**src/rtl/inst_queue.sv**
```systemverilog
// inst_queue: show-ahead instruction FIFO between fetch and decode/issue.
// Fetch pushes {inst, pc, bp}; decode sees the head entry combinationally
// and pops it with iq_re_i. A ROB clear flushes all entries.
// Optional feature: define IQ_BYPASS_EN to let a push into an empty queue
// reach the decode outputs in the same cycle (zero-latency bypass).
module inst_queue #(
  parameter int DEPTH  = 16,
  parameter int ADDR_W = 4
) (
  input  logic              clk,
  input  logic              rst_n,
  input  logic              rdy,
  input  logic              clear,
  input  logic              if_we_i,
  input  logic [31:0]       if_inst_i,
  input  logic [31:0]       if_pc_i,
  input  logic              if_bp_i,
  output logic              iq_full_o,
  input  logic              iq_re_i,
  output logic              iq_empty_o,
  output logic [31:0]       inst_o,
  output logic [31:0]       pc_o,
  output logic              bp_o,
  output logic [ADDR_W:0]   count_o
);

  typedef struct packed {
    logic [31:0] inst;
    logic [31:0] pc;
    logic        bp;
  } entry_t;

  localparam logic [ADDR_W:0]   FULL_CNT = (ADDR_W+1)'(DEPTH);
  localparam logic [ADDR_W:0]   CNT_ONE  = (ADDR_W+1)'(1);
  localparam logic [ADDR_W-1:0] PTR_ONE  = ADDR_W'(1);

  entry_t            mem [DEPTH];
  logic [ADDR_W-1:0] head;
  logic [ADDR_W-1:0] tail;
  logic [ADDR_W:0]   count;

  logic full;
  logic stored_empty;
  logic bypass;
  logic push_ok;
  logic pop_ok;

  assign full         = (count == FULL_CNT);
  assign stored_empty = (count == '0);

`ifdef IQ_BYPASS_EN
  // A push into an empty queue is visible to decode in the same cycle.
  assign bypass = stored_empty && if_we_i && rdy && !clear;
`else
  assign bypass = 1'b0;
`endif

  // A bypassed word that decode consumes immediately is never stored.
  assign push_ok = if_we_i && !full && rdy && !clear && !(bypass && iq_re_i);
  assign pop_ok  = iq_re_i && !stored_empty && rdy && !clear;

  // Entry storage: written at tail on an accepted push.
  // NOTE: the entry RAM has no reset; every read is qualified by count, so
  // stale contents are never visible and the array can map onto plain RAM.
  always_ff @(posedge clk) begin
    if (push_ok) begin
      mem[tail] <= '{inst: if_inst_i, pc: if_pc_i, bp: if_bp_i};
    end
  end

  // Head/tail pointers and occupancy; rdy low freezes everything.
  // NOTE: state registers use non-blocking assignments so every register
  // samples pre-edge values regardless of block ordering.
  always_ff @(posedge clk or negedge rst_n) begin
    if (!rst_n) begin
      head  <= '0;
      tail  <= '0;
      count <= '0;
    end else if (rdy) begin
      if (clear) begin
        head  <= '0;
        tail  <= '0;
        count <= '0;
      end else begin
        if (push_ok) tail <= tail + PTR_ONE;
        if (pop_ok)  head <= head + PTR_ONE;
        case ({push_ok, pop_ok})
          2'b10:   count <= count + CNT_ONE;
          2'b01:   count <= count - CNT_ONE;
          default: count <= count;
        endcase
      end
    end
  end

  // Head presentation: stored head entry, bypassed fetch word, or zeros.
  // NOTE: every output gets a default first so no latch is inferred.
  always_comb begin
    iq_empty_o = stored_empty;
    inst_o     = '0;
    pc_o       = '0;
    bp_o       = 1'b0;
    if (!stored_empty) begin
      inst_o = mem[head].inst;
      pc_o   = mem[head].pc;
      bp_o   = mem[head].bp;
    end
`ifdef IQ_BYPASS_EN
    if (bypass) begin
      iq_empty_o = 1'b0;
      inst_o     = if_inst_i;
      pc_o       = if_pc_i;
      bp_o       = if_bp_i;
    end
`endif
  end

  assign iq_full_o = full;
  assign count_o   = count;

endmodule

```
**config.mk**
```make
export PLATFORM = sky130hd
export DESIGN_NAME = inst_queue
export DESIGN_NICKNAME = d
export VERILOG_FILES = /design/src/rtl/inst_queue.sv
export SDC_FILE = /design/constraint.sdc
export NUM_CORES = 1
export LEC_CHECK = 0
export ABC_AREA = 1
export ABC_CLOCK_PERIOD_IN_PS = 4700
export CAP_MARGIN = 20
export CORE_ASPECT_RATIO = 0.5
export CORE_MARGIN = 5
export CORE_UTILIZATION = 43
export CTS_BUF_LIST = sky130_fd_sc_hd__clkbuf_4
export DETAILED_ROUTE_END_ITERATION = 8
export GPL_TIMING_DRIVEN = 0
export PLACE_DENSITY_LB_ADDON = 0.1
export SYNTH_ARGS = -nofsm -noshare
export SYNTH_HDL_FRONTEND = slang
export SYNTH_SLANG_ARGS = --single-unit
```
**constraint.sdc**
```tcl
create_clock -name clk -period 4.7 [get_ports clk]
set_input_delay 0.705 -clock clk [delete_from_list [all_inputs] [get_ports clk]]
set_output_delay 0.705 -clock clk [all_outputs]
set_load 0.02 [all_outputs]
```
==> qor.csv <==
stage,metric,value,unit
outcome,outcome,"finished, final reports clean",
critical_path,r2r_slack,1.62,ns
synth,synth_cell_types,30,
sta,fmax,218,MHz
floorplan,die_y,229,microns
place,dp_cells,4365,
synth,synth_most_common_cell,edfxtp_1,
power_and_ir_drop,leakagePower,16.3,nW
global_routing,grt_overflow,0,
clock_network,cts_made_buffers,237,
global_routing,antenna_found_initial,4,
layout,fillers,8242,
synth,ys_warn_count,0,
power_and_ir_drop,peakVddDrop,293,uV
global_routing,grt_pass1_vias,27781,
sta,finalSetupViolCount,0,
routing,vias,28852,
clock_network,htreeDepth,4,
routing,dr.first_iter.drc_count,3922,
critical_path,endpoint_kind,primary output,
layout,fin_nets,3412,
clock_network,clk_path_buf_depth,3,
synth,synth.yosys.seq_area_share,76.5,%
synth,synthesis.area,0.0412,sq mm
clock_network,cts_root_buf,clkbuf_4,
layout,fin_cells,4784,
critical_path,cp-start-kind,register,
floorplan,die_area,0.103,sq mm
sta,fin_crit_sh,97.8,%
synth,async_flop_share,1.23,%
synth,synth_edf_count,1040,
synth,synth.top_cells.by_area,"edfxtp_1 (76%), o21ai_0 (6.2%), nor2_1 (4.9%)",
layout,drive_gt1_share,19.0,%
sta,period_minus_slack,4.60,ns
place,hpwl,93.4,mm
routing,routed_wl,144,mm
critical_path,worst_ep_arrival_time,3.89,ns
synth,yosysTopAreaCellShare,75.7,%
sta,rsz0062_at_grt,false,
critical_path,crit_type,register to primary output,
clock_network,clkLatencyLatePin,1.19,ns
hold_path,min_path_type,input pin to register,
floorplan,core,0.0953,sq mm
critical_path,cp.required,3.99,ns
critical_path,crit_family,buffers and inverters,
sta,worst_pin_slew,1.22,ns
synth,synth_flop_cell,edfxtp_1,
synth,synth_top_cell_by_area,edfxtp_1,
routing,drc,0,
layout,syn2layout_area_growth,18.6,%
place,gp_congestion,0.820,
global_routing,grt_start_max_net_pins,24,
synth,avgSynthCellArea,14.2,sq um
layout,final_util,51.3,%
sta,skew,0.0571,ns
routing,avgViaCountPerCell,6.03,
synth,synth.top_cells.by_count,"edfxtp_1 (1,040), nor2_1 (538), o21ai_0 (511)",
clock_network,cts.sinks,1053,
clock_network,cts_tree,yes,
power_and_ir_drop,power.density,520,mW/mm^2
synth,synthesis.nets,2977,
sta,maxSlewViolCount,0,
floorplan,start_util,43.3,%
routing,ant_nets,0,
critical_path,cp_slowest_stage_delay,0.57,ns
floorplan,num_rows,80,
global_routing,grt_pass1_wl,202,mm
clock_network,post-cts-setup-buffers,0,
sta,hold_viol,0,
floorplan,io_pins,143,
synth,synthCells,2899,
critical_path,crit_chain,buf_2 > clkbuf_2 > buf_2 > o221ai_1 > nand3_1 > a21oi_1 > clkdlybuf4s50_1,
critical_path,cpMostUsedCell,buf_2,
routing,wire_per_inst,30.0,microns
critical_path,slowest_stage,clkdlybuf4s50_1,
floorplan,die_w,448,microns
critical_path,path_buf_inv,4,
sta,fin_hold_ws,0.342,ns
routing,first_pass_iters,6,
clock_network,clkTransAtPathRegs,0.07,ns
run,max_cap_violations,0,
global_routing,grt_usage,27.6,%
sta,relSlewSlack,19.0,%
critical_path,worstPathMaxFanout,10,
place,port_buffers,142,
synth,synth_seq_cells,1053,
## cells in the final DEF (no fill, tap or decap), types with 4 or more instances in the layout
cell | Yosys | final
nand2_2 | 4 | 4
dlymetal6s2s_1 | 0 | 23
clkinv_1 | 0 | 44
buf_4 | 30 | 48
buf_2 | 28 | 11
buf_16 | 0 | 7
o221ai_1 | 186 | 186
nand3_1 | 65 | 65
o211ai_1 | 74 | 74
nand3_2 | 4 | 4
nor2_1 | 538 | 522
o22ai_1 | 76 | 76
bufinv_16 | 0 | 5
buf_6 | 27 | 32
a21oi_2 | 0 | 10
edfxtp_1 | 1040 | 1040
o21ai_1 | 23 | 23
clkbuf_2 | 2 | 75
dfrtp_1 | 13 | 13
clkbuf_4 | 0 | 383
o21ai_0 | 511 | 511
nor2_4 | 2 | 18
clkdlybuf4s50_1 | 0 | 84
ha_1 | 7 | 7
dlygate4sd2_1 | 0 | 35
inv_2 | 4 | 5
buf_8 | 2 | 6
nand2_1 | 35 | 35
inv_1 | 18 | 18
buf_12 | 0 | 42
a21oi_1 | 67 | 55
clkbuf_1 | 130 | 24
## sequential cells by signal, summed over array words and instances (netlist names)
name / flops
mem: 1040
head: 4
count_o: 5
tail: 4
## metrics by stage
step | power (mW) | TNS (ns) | worst slack, ns | instance area (sq um)
3_5_place_dp | 18.1 | 0 | 0.358 | 45500
6_report | 25.4 | 0 | 0.105 | 48900
2_1_floorplan | 14.4 | 0 | 0.286 | 41200
5_1_grt | 26.4 | 0 | 0.00352 | 48900
4_1_cts | 25.4 | -0.380 | -0.167 | 48800
3_3_place_gp | 18.0 | -4445.68 | -4.88 | 44300
## kinds of logic after synthesis
group | share of synthesized area [%]
compound gates | 13.8
xor+xnor | 0.0637
flops | 76.5
fa+ha+maj | 0.212
buf+inv | 3.18
simple gates | 6.28
## tightest hold or removal path: stages
cell and delay [ns]:
clkdlybuf4s50_1 0.56, nor2_4 0.08, nand3_1 0.07, nand2_1 0.04
## path summary, 6_finish.rpt
kind / startpoint / end / cells after the start
worst max register to register: count_o[0]$_DFFE_PN0P_ / mem[0][4]$_DFFE_PP_ / 9
worst min-delay path: clear / count_o[3]$_DFFE_PN0P_ / 4
worst max-delay path: head[2]$_DFFE_PN0P_ / inst_o[29] / 7
max in group asynchronous: rst_n / tail[0]$_DFFE_PN0P_ / 2
worst min register to register: count_o[3]$_DFFE_PN0P_ / count_o[3]$_DFFE_PN0P_ / 2
min in group asynchronous: rst_n / head[3]$_DFFE_PN0P_ / 2
## power breakdown
part / switching [mW] / internal, mW / total [mW]
combinational: 5.33 / 2.20 / 7.53
clock: 3.75 / 3.70 / 7.45
sequential: 0.0463 / 10.4 / 10.4
## per-layer routing
| layer | up-vias | global-route usage, % | wire length [microns] |
|---|---|---|---|
| met4 | 0 | 8.43 | 3340 |
| met5 | - | 0 | 0 |
| met1 | 14691 | 41.1 | 62700 |
| li1 | 12217 | - | - |
| met2 | 1705 | 40.2 | 62500 |
| met3 | 239 | 6.75 | 15100 |
## timing repair
| item | 4_1_cts | 5_1_grt |
|---|---|---|
| gates resized for setup | 205 | 45 |
| endpoints found under the hold margin | 13 | 0 |
| pin swaps | 1 | 0 |
| hold buffers | 1 | 0 |
| setup endpoints to repair | 65 | 27 |
## final cells by class
class                      count  area (sq um)  share of cell area, %
multi-input combinational   1600          8560                   17.5
clock inverter                60           392                  0.801
clock buffer                 355          2670                   5.45
buffer                       222          1490                   3.04
inverter                      24           103                  0.210
tap                         1271          1590                   3.25
sequential                  1053         31600                   64.5
antenna                        3          7.51                 0.0154
timing repair buffer         196          2540                   5.19
(Power assumes the default switching activity.)
